[config.mk]
export PLATFORM = sky130hd
export DESIGN_NAME = hoplite_pe_nic
export DESIGN_NICKNAME = d
export VERILOG_FILES = /design/src/rtl/hoplite_pe_nic.sv
export SDC_FILE = /design/constraint.sdc
export NUM_CORES = 1
export LEC_CHECK = 0
export CAP_MARGIN = 5
export CORE_UTILIZATION = 59
export CTS_BUF_LIST = sky130_fd_sc_hd__clkbuf_16
export DETAILED_ROUTE_END_ITERATION = 16
export HOLD_SLACK_MARGIN = 0.15
export PLACE_DENSITY = 0.8
export RECOVER_POWER = 100
export SYNTH_ARGS = -nofsm -noshare
export SYNTH_HDL_FRONTEND = slang
export SYNTH_SLANG_ARGS = --single-unit
[constraint.sdc]
create_clock -name clk -period 8.94 [get_ports clk]
set_clock_uncertainty 0.2 [all_clocks]
set_input_delay 2.235 -clock clk [delete_from_list [all_inputs] [get_ports clk]]
set_output_delay 2.235 -clock clk [all_outputs]
set_load 0.05 [all_outputs]
[src/rtl/hoplite_pe_nic.sv]
// hoplite_pe_nic: network interface between a PE's memory-mapped message ports
// and its Hoplite router port.
// TX side is store-and-forward: words collect in a FIFO and become visible to
// the router only once the PE commits the packet. RX side buffers ejected flits
// for the PE once the PE has armed the path.
// Optional build macro HOPLITE_NIC_STATS_EN adds tx_flit_count / rx_flit_count.
module hoplite_pe_nic #(
    parameter int COORD_BITS = 1,
    parameter int X_COORD    = 0,
    parameter int Y_COORD    = 0,
    parameter int TX_DEPTH   = 8,
    parameter int RX_DEPTH   = 8,
    localparam int FLIT_W    = 33 + 2 * COORD_BITS
) (
    input  logic                  clk,
    input  logic                  reset_n,
    input  logic [COORD_BITS-1:0] x_coord_out,
    input  logic                  x_coord_out_valid,
    input  logic [COORD_BITS-1:0] y_coord_out,
    input  logic                  y_coord_out_valid,
    input  logic [31:0]           message_out,
    input  logic                  message_out_valid,
    input  logic                  packet_out_complete,
    output logic [31:0]           message_in,
    output logic                  message_in_valid,
    input  logic                  message_in_read,
    input  logic                  message_in_ready,
    output logic [FLIT_W-1:0]     inj_flit,
    output logic                  inj_valid,
    input  logic                  inj_ready,
    input  logic [FLIT_W-1:0]     ej_flit,
    input  logic                  ej_valid,
    output logic                  ej_ready,
    output logic                  tx_overflow,
    output logic                  rx_underflow,
    output logic                  rx_misroute
`ifdef HOPLITE_NIC_STATS_EN
    ,
    output logic [31:0]           tx_flit_count,
    output logic [31:0]           rx_flit_count
`endif
);

    localparam int TX_AW = $clog2(TX_DEPTH);
    localparam int RX_AW = $clog2(RX_DEPTH);
    localparam logic [TX_AW:0] TX_FULL_CNT = (TX_AW + 1)'(TX_DEPTH);
    localparam logic [RX_AW:0] RX_FULL_CNT = (RX_AW + 1)'(RX_DEPTH);
    localparam logic [COORD_BITS-1:0] OWN_X = COORD_BITS'(X_COORD);
    localparam logic [COORD_BITS-1:0] OWN_Y = COORD_BITS'(Y_COORD);

    // ---------------- destination latches ----------------
    logic [COORD_BITS-1:0] dest_x_reg, dest_y_reg, dest_x_eff, dest_y_eff;

    // A coordinate update in the same cycle as a word applies to that word.
    assign dest_x_eff = x_coord_out_valid ? x_coord_out : dest_x_reg;
    assign dest_y_eff = y_coord_out_valid ? y_coord_out : dest_y_reg;

    // Hold the most recent destination written by the PE.
    always_ff @(posedge clk or negedge reset_n) begin
        if (!reset_n) begin
            dest_x_reg <= '0;
            dest_y_reg <= '0;
        end else begin
            dest_x_reg <= dest_x_eff;
            dest_y_reg <= dest_y_eff;
        end
    end

    // ---------------- TX FIFO ----------------
    // Body {dest_x, dest_y, data} lives in a plain array; the per-entry last
    // bit is kept in flops because commit has to set it on an already-written
    // entry.
    logic [FLIT_W-2:0] tx_mem [TX_DEPTH];
    logic [TX_DEPTH-1:0] tx_last;
    logic [TX_AW:0] tx_wr_ptr_reg, tx_commit_ptr_reg, tx_rd_ptr_reg, tx_wr_prev;
    logic [TX_AW-1:0] tx_wr_idx, tx_prev_idx, tx_rd_idx;
    logic tx_full, tx_write, tx_open, tx_pop, tx_mark_prev;

    assign tx_wr_idx    = tx_wr_ptr_reg[TX_AW-1:0];
    assign tx_wr_prev   = tx_wr_ptr_reg - 1'b1;
    assign tx_prev_idx  = tx_wr_prev[TX_AW-1:0];
    assign tx_rd_idx    = tx_rd_ptr_reg[TX_AW-1:0];
    assign tx_full      = (tx_wr_ptr_reg - tx_rd_ptr_reg) == TX_FULL_CNT;
    assign tx_write     = message_out_valid & ~tx_full;
    assign tx_open      = tx_wr_ptr_reg != tx_commit_ptr_reg;
    assign tx_mark_prev = packet_out_complete & ~tx_write & tx_open;
    assign inj_valid    = tx_rd_ptr_reg != tx_commit_ptr_reg;
    assign tx_pop       = inj_valid & inj_ready;
    assign inj_flit     = {tx_last[tx_rd_idx], tx_mem[tx_rd_idx]};

    // Store the flit body of each accepted word.
    always_ff @(posedge clk) begin
        if (tx_write) begin
            tx_mem[tx_wr_idx] <= {dest_x_eff, dest_y_eff, message_out};
        end
    end

    genvar gi;
    generate
        for (gi = 0; gi < TX_DEPTH; gi++) begin : g_tx_last
            logic last_reg;
            // A fresh word is last only if committed on arrival; a commit
            // without a word marks the newest stored word instead.
            always_ff @(posedge clk or negedge reset_n) begin
                if (!reset_n) begin
                    last_reg <= 1'b0;
                end else if (tx_write && tx_wr_idx == TX_AW'(gi)) begin
                    last_reg <= packet_out_complete;
                end else if (tx_mark_prev && tx_prev_idx == TX_AW'(gi)) begin
                    last_reg <= 1'b1;
                end
            end
            assign tx_last[gi] = last_reg;
        end
    endgenerate

    // Advance write/commit/read pointers and flag dropped words.
    always_ff @(posedge clk or negedge reset_n) begin
        if (!reset_n) begin
            tx_wr_ptr_reg     <= '0;
            tx_commit_ptr_reg <= '0;
            tx_rd_ptr_reg     <= '0;
            tx_overflow       <= 1'b0;
        end else begin
            if (tx_write) tx_wr_ptr_reg <= tx_wr_ptr_reg + 1'b1;
            if (packet_out_complete && tx_write) tx_commit_ptr_reg <= tx_wr_ptr_reg + 1'b1;
            else if (tx_mark_prev) tx_commit_ptr_reg <= tx_wr_ptr_reg;
            if (tx_pop) tx_rd_ptr_reg <= tx_rd_ptr_reg + 1'b1;
            if (message_out_valid && tx_full) tx_overflow <= 1'b1;
        end
    end

    // ---------------- RX FIFO ----------------
    logic [31:0] rx_mem [RX_DEPTH];
    logic [RX_AW:0] rx_wr_ptr_reg, rx_rd_ptr_reg;
    logic rx_armed_reg, rx_full, rx_empty, rx_accept, rx_hit, rx_push, rx_pop;
    logic ej_last_unused;

    assign ej_last_unused   = ej_flit[FLIT_W-1];
    assign rx_full          = (rx_wr_ptr_reg - rx_rd_ptr_reg) == RX_FULL_CNT;
    assign rx_empty         = rx_wr_ptr_reg == rx_rd_ptr_reg;
    assign ej_ready         = rx_armed_reg & ~rx_full;
    assign rx_accept        = ej_valid & ej_ready;
    assign rx_hit           = (ej_flit[FLIT_W-2 -: COORD_BITS] == OWN_X) &&
                              (ej_flit[FLIT_W-2-COORD_BITS -: COORD_BITS] == OWN_Y);
    assign rx_push          = rx_accept & rx_hit;
    assign rx_pop           = message_in_read & ~rx_empty;
    assign message_in_valid = ~rx_empty;
    assign message_in       = rx_mem[rx_rd_ptr_reg[RX_AW-1:0]];

    // Store payload of correctly addressed ejected flits.
    always_ff @(posedge clk) begin
        if (rx_push) begin
            rx_mem[rx_wr_ptr_reg[RX_AW-1:0]] <= ej_flit[31:0];
        end
    end

    // RX pointers, arming and sticky error flags.
    always_ff @(posedge clk or negedge reset_n) begin
        if (!reset_n) begin
            rx_wr_ptr_reg <= '0;
            rx_rd_ptr_reg <= '0;
            rx_armed_reg  <= 1'b0;
            rx_underflow  <= 1'b0;
            rx_misroute   <= 1'b0;
        end else begin
            if (rx_push) rx_wr_ptr_reg <= rx_wr_ptr_reg + 1'b1;
            if (rx_pop) rx_rd_ptr_reg <= rx_rd_ptr_reg + 1'b1;
            if (message_in_ready) rx_armed_reg <= 1'b1;
            if (message_in_read && rx_empty) rx_underflow <= 1'b1;
            if (rx_accept && !rx_hit) rx_misroute <= 1'b1;
        end
    end

`ifdef HOPLITE_NIC_STATS_EN
    // Free-running handshake counters, wrapping naturally at 2^32.
    always_ff @(posedge clk or negedge reset_n) begin
        if (!reset_n) begin
            tx_flit_count <= '0;
            rx_flit_count <= '0;
        end else begin
            if (tx_pop) tx_flit_count <= tx_flit_count + 32'd1;
            if (rx_accept) rx_flit_count <= rx_flit_count + 32'd1;
        end
    end
`endif

endmodule

==> results.yml <==
outcome:
  status: "finished, violations left"
  violations: "max-capacitance violations, max-slew violations"
critical_path:
  path_delay_family: "compound AO/OA/AOI/OAI gates"
  endpoint_kind: "flop"
  critical_path_class: "reg -> reg"
  critPathLaunch: "tx_rd_ptr_reg[2]$_DFFE_PN0P_"
  path_cells: "buf_4 > inv_1 > ha_1 > a21oi_1 > a21oi_1 > o41ai_1 > nor4_2 > clkbuf_1"
  path_buf_inv: 3
  cp.required_ns: 8.70
  crit_path_start_kind: "flop"
  cp_slowest_cell: "o41ai_1"
  max_stage_delay_ns: 2.56
  critical_path.most_common_cell: "a21oi_1"
  cp_max_fo: 38
  arrival_ns: 6.94
  r2r_start: "tx_rd_ptr_reg[2]$_DFFE_PN0P_"
synth:
  ys_warn_count: 0
  synth_area_um2: 21880
  synth-seq-cells: 562
  synth_fa_ha_area_frac: 0.009722
  ys.flop_type: "edfxtp_1"
  synth_area_per_cell_um2: 19.73
  synth_cell_type_count: 43
  synthArstFlopShare: 0.06050
  synth-edff-count: 528
  yosys.area_share.simple: 0.05147
  synth-xor-area-share: 0.009608
  postSynthCellCount: 1109
  synth_top_family_by_area: "multiplexers"
  synth_nets: 1205
  synth_compound_area_frac: 0.01144
  yosysSeqAreaShare: 0.7636
  synthMuxAreaShare: 0.1421
floorplan:
  initial_utilization: 0.5990
  die_y_um: 194.6
  placementRows: 70
  die-area_um2: 37860
  die_x_um: 194.6
  io_pins: 152
  coreArea_um2: 36520
layout:
  final_cell_mix: "edfxtp_1 (528), nand2_1 (211), dlygate4sd3_1 (137)"
  design_area_um2: 25730
  areaGrowthSynthToFinish_pct: 17.60
  mostFrequentLayoutCell: "edfxtp_1"
  drive_above_1_share: 0.1813
  nFillCells: 2244
  final_util: 0.7045
  fin_cells: 1804
  nets: 1383
  largest_reg_flops: 272
global_route:
  grt_pass1_vias: 11380
  gr-total-overflow: 0
  grt_max_degree: 69
  antenna_found_initial: 11
  grtUsageTotal: 0.2413
  grt_pass1_wl_um: 67710
clock_tree:
  clock-sinks: 562
  ctsResizeCount: 0
  cts_buffer_depth: 3
  cts_tree: "yes"
  clock-root-buffer: "clkbuf_16"
  ctsHoldBuffers: 0
  clk_latency_ns: 0.59
  cts.htree.levels: 2
  postCtsSetupBuffers: 0
  numCtsBuffers: 54
  clk_pin_slew_ns: 0.06
placed_design:
  place_congestion: 0.8028
  place_inst: 1699
  dpl_cell_area_um2: 24040
  place_ws_ns: 3.232
  port_buffers: 150
  dp_hpwl_um: 23160
timing:
  setup_violations: 0
  finalCritPeriodShare: 0.8033
  rsz0062_at_grt: "false"
  setup_tns_ns: 0
  slew_viol_final: 544
  tightest_slew_ns: 3.263
  fin_ws_ns: 1.759
  clock.fmax_mhz: 139.3
  hold_violations: 0
  hold_ws_ns: 0.2565
  timing.final.crit_period_ns: 7.181
  max_slew_margin: -1.204
flow_run:
  drv_cap: 17
power_and_ir_drop:
  p_leak_nw: 8.662
  total_power_mw: 9.204
  p_per_area_nw_per_um2: 357.7
  vdd_drop_max_mv: 0.2675
drt:
  drt_drc_violations_left: 0
  initialDrtViolationCount: 896
  ant_nets: 0
  wl_um: 44330
  vias_per_cell: 6.093
  vias: 10990
  dr.pass1.iters: 5
  wl_per_cell_um: 24.57
worst_hold_path:
  min_from: "tx_overflow$_DFFE_PN0P_"
  hold_path.class: "reg -> reg"
-- path summary, 6_finish.rpt --
check / to / slack, ns / cells past startpoint
min in group asynchronous: rx_wr_ptr_reg[0]$_DFFE_PN0P_ / 1.97 / 1
max in group asynchronous: tx_rd_ptr_reg[0]$_DFFE_PN0P_ / 5.22 / 1
hold reg to reg: tx_overflow$_DFFE_PN0P_ / 0.26 / 1
setup / recovery: tx_mem[0][8]$_DFFE_PP_ / 1.76 / 8
hold / removal: tx_overflow$_DFFE_PN0P_ / 0.26 / 1
setup reg to reg: tx_mem[0][8]$_DFFE_PP_ / 1.76 / 8
-- metal layers --
| layer | GRT usage | up-vias | share of wire |
|---|---|---|---|
| met5 | 0 | - | 0.0012 |
| met4 | 0.08348 | 8 | 0.024 |
| met3 | 0.04928 | 81 | 0.067 |
| met2 | 0.4053 | 415 | 0.51 |
| met1 | 0.3178 | 5707 | 0.39 |
| li1 | - | 4780 | - |
-- cell families after synthesis --
family / after synthesis
buffers and inverters: 65
AND/OR/NAND/NOR: 268
AO/OA/AOI/OAI: 31
flip-flops: 562
multiplexers: 142
adder cells (fa/ha/maj): 17
XOR/XNOR: 24
-- Yosys cell counts, drive strengths merged, types with 2 or more instances --
cell | count | area share
edfxtp | 528 | 0.72
nand2 | 211 | 0.036
mux4 | 134 | 0.14
dfrtp | 34 | 0.039
clkbuf | 31 | 0.0053
buf | 23 | 0.0049
xnor2 | 20 | 0.0080
ha | 17 | 0.0097
nand4 | 12 | 0.0034
inv | 11 | 0.0019
nor2 | 9 | 0.0015
mux2 | 8 | 0.0041
nand3 | 7 | 0.0018
nor4 | 7 | 0.0020
a22oi | 6 | 0.0021
a31oi | 6 | 0.0017
nor3 | 6 | 0.0014
a41oi | 5 | 0.0023
o21ai | 4 | 0.00092
xor2 | 4 | 0.0016
nor2b | 3 | 0.00086
a21o | 2 | 0.00069
a21oi | 2 | 0.00046
a32oi | 2 | 0.00080
and3 | 2 | 0.00057
nor4b | 2 | 0.00080
or3 | 2 | 0.00057
-- report_power, final --
group | switching (mW) | internal [mW] | total, mW
combinational | 2.16 | 1.25 | 3.40
sequential | 0.244 | 3.23 | 3.47
clock | 0.945 | 1.38 | 2.33
total | 3.34 | 5.86 | 9.20
-- area by class of cell --
class                           count  area, µm²  area share
Antenna cell                        7      17.52   0.0006808
Inverter                           11      41.29    0.001605
Multi-Input combinational cell    482       4920      0.1912
Sequential cell                   562      16720      0.6497
Clock buffer                       57       1426     0.05544
Clock inverter                     41      404.1     0.01571
Tap cell                          468      585.6     0.02276
Timing Repair Buffer              176       1618     0.06288
No activity file was read; power rests on OpenSTA's default activity.
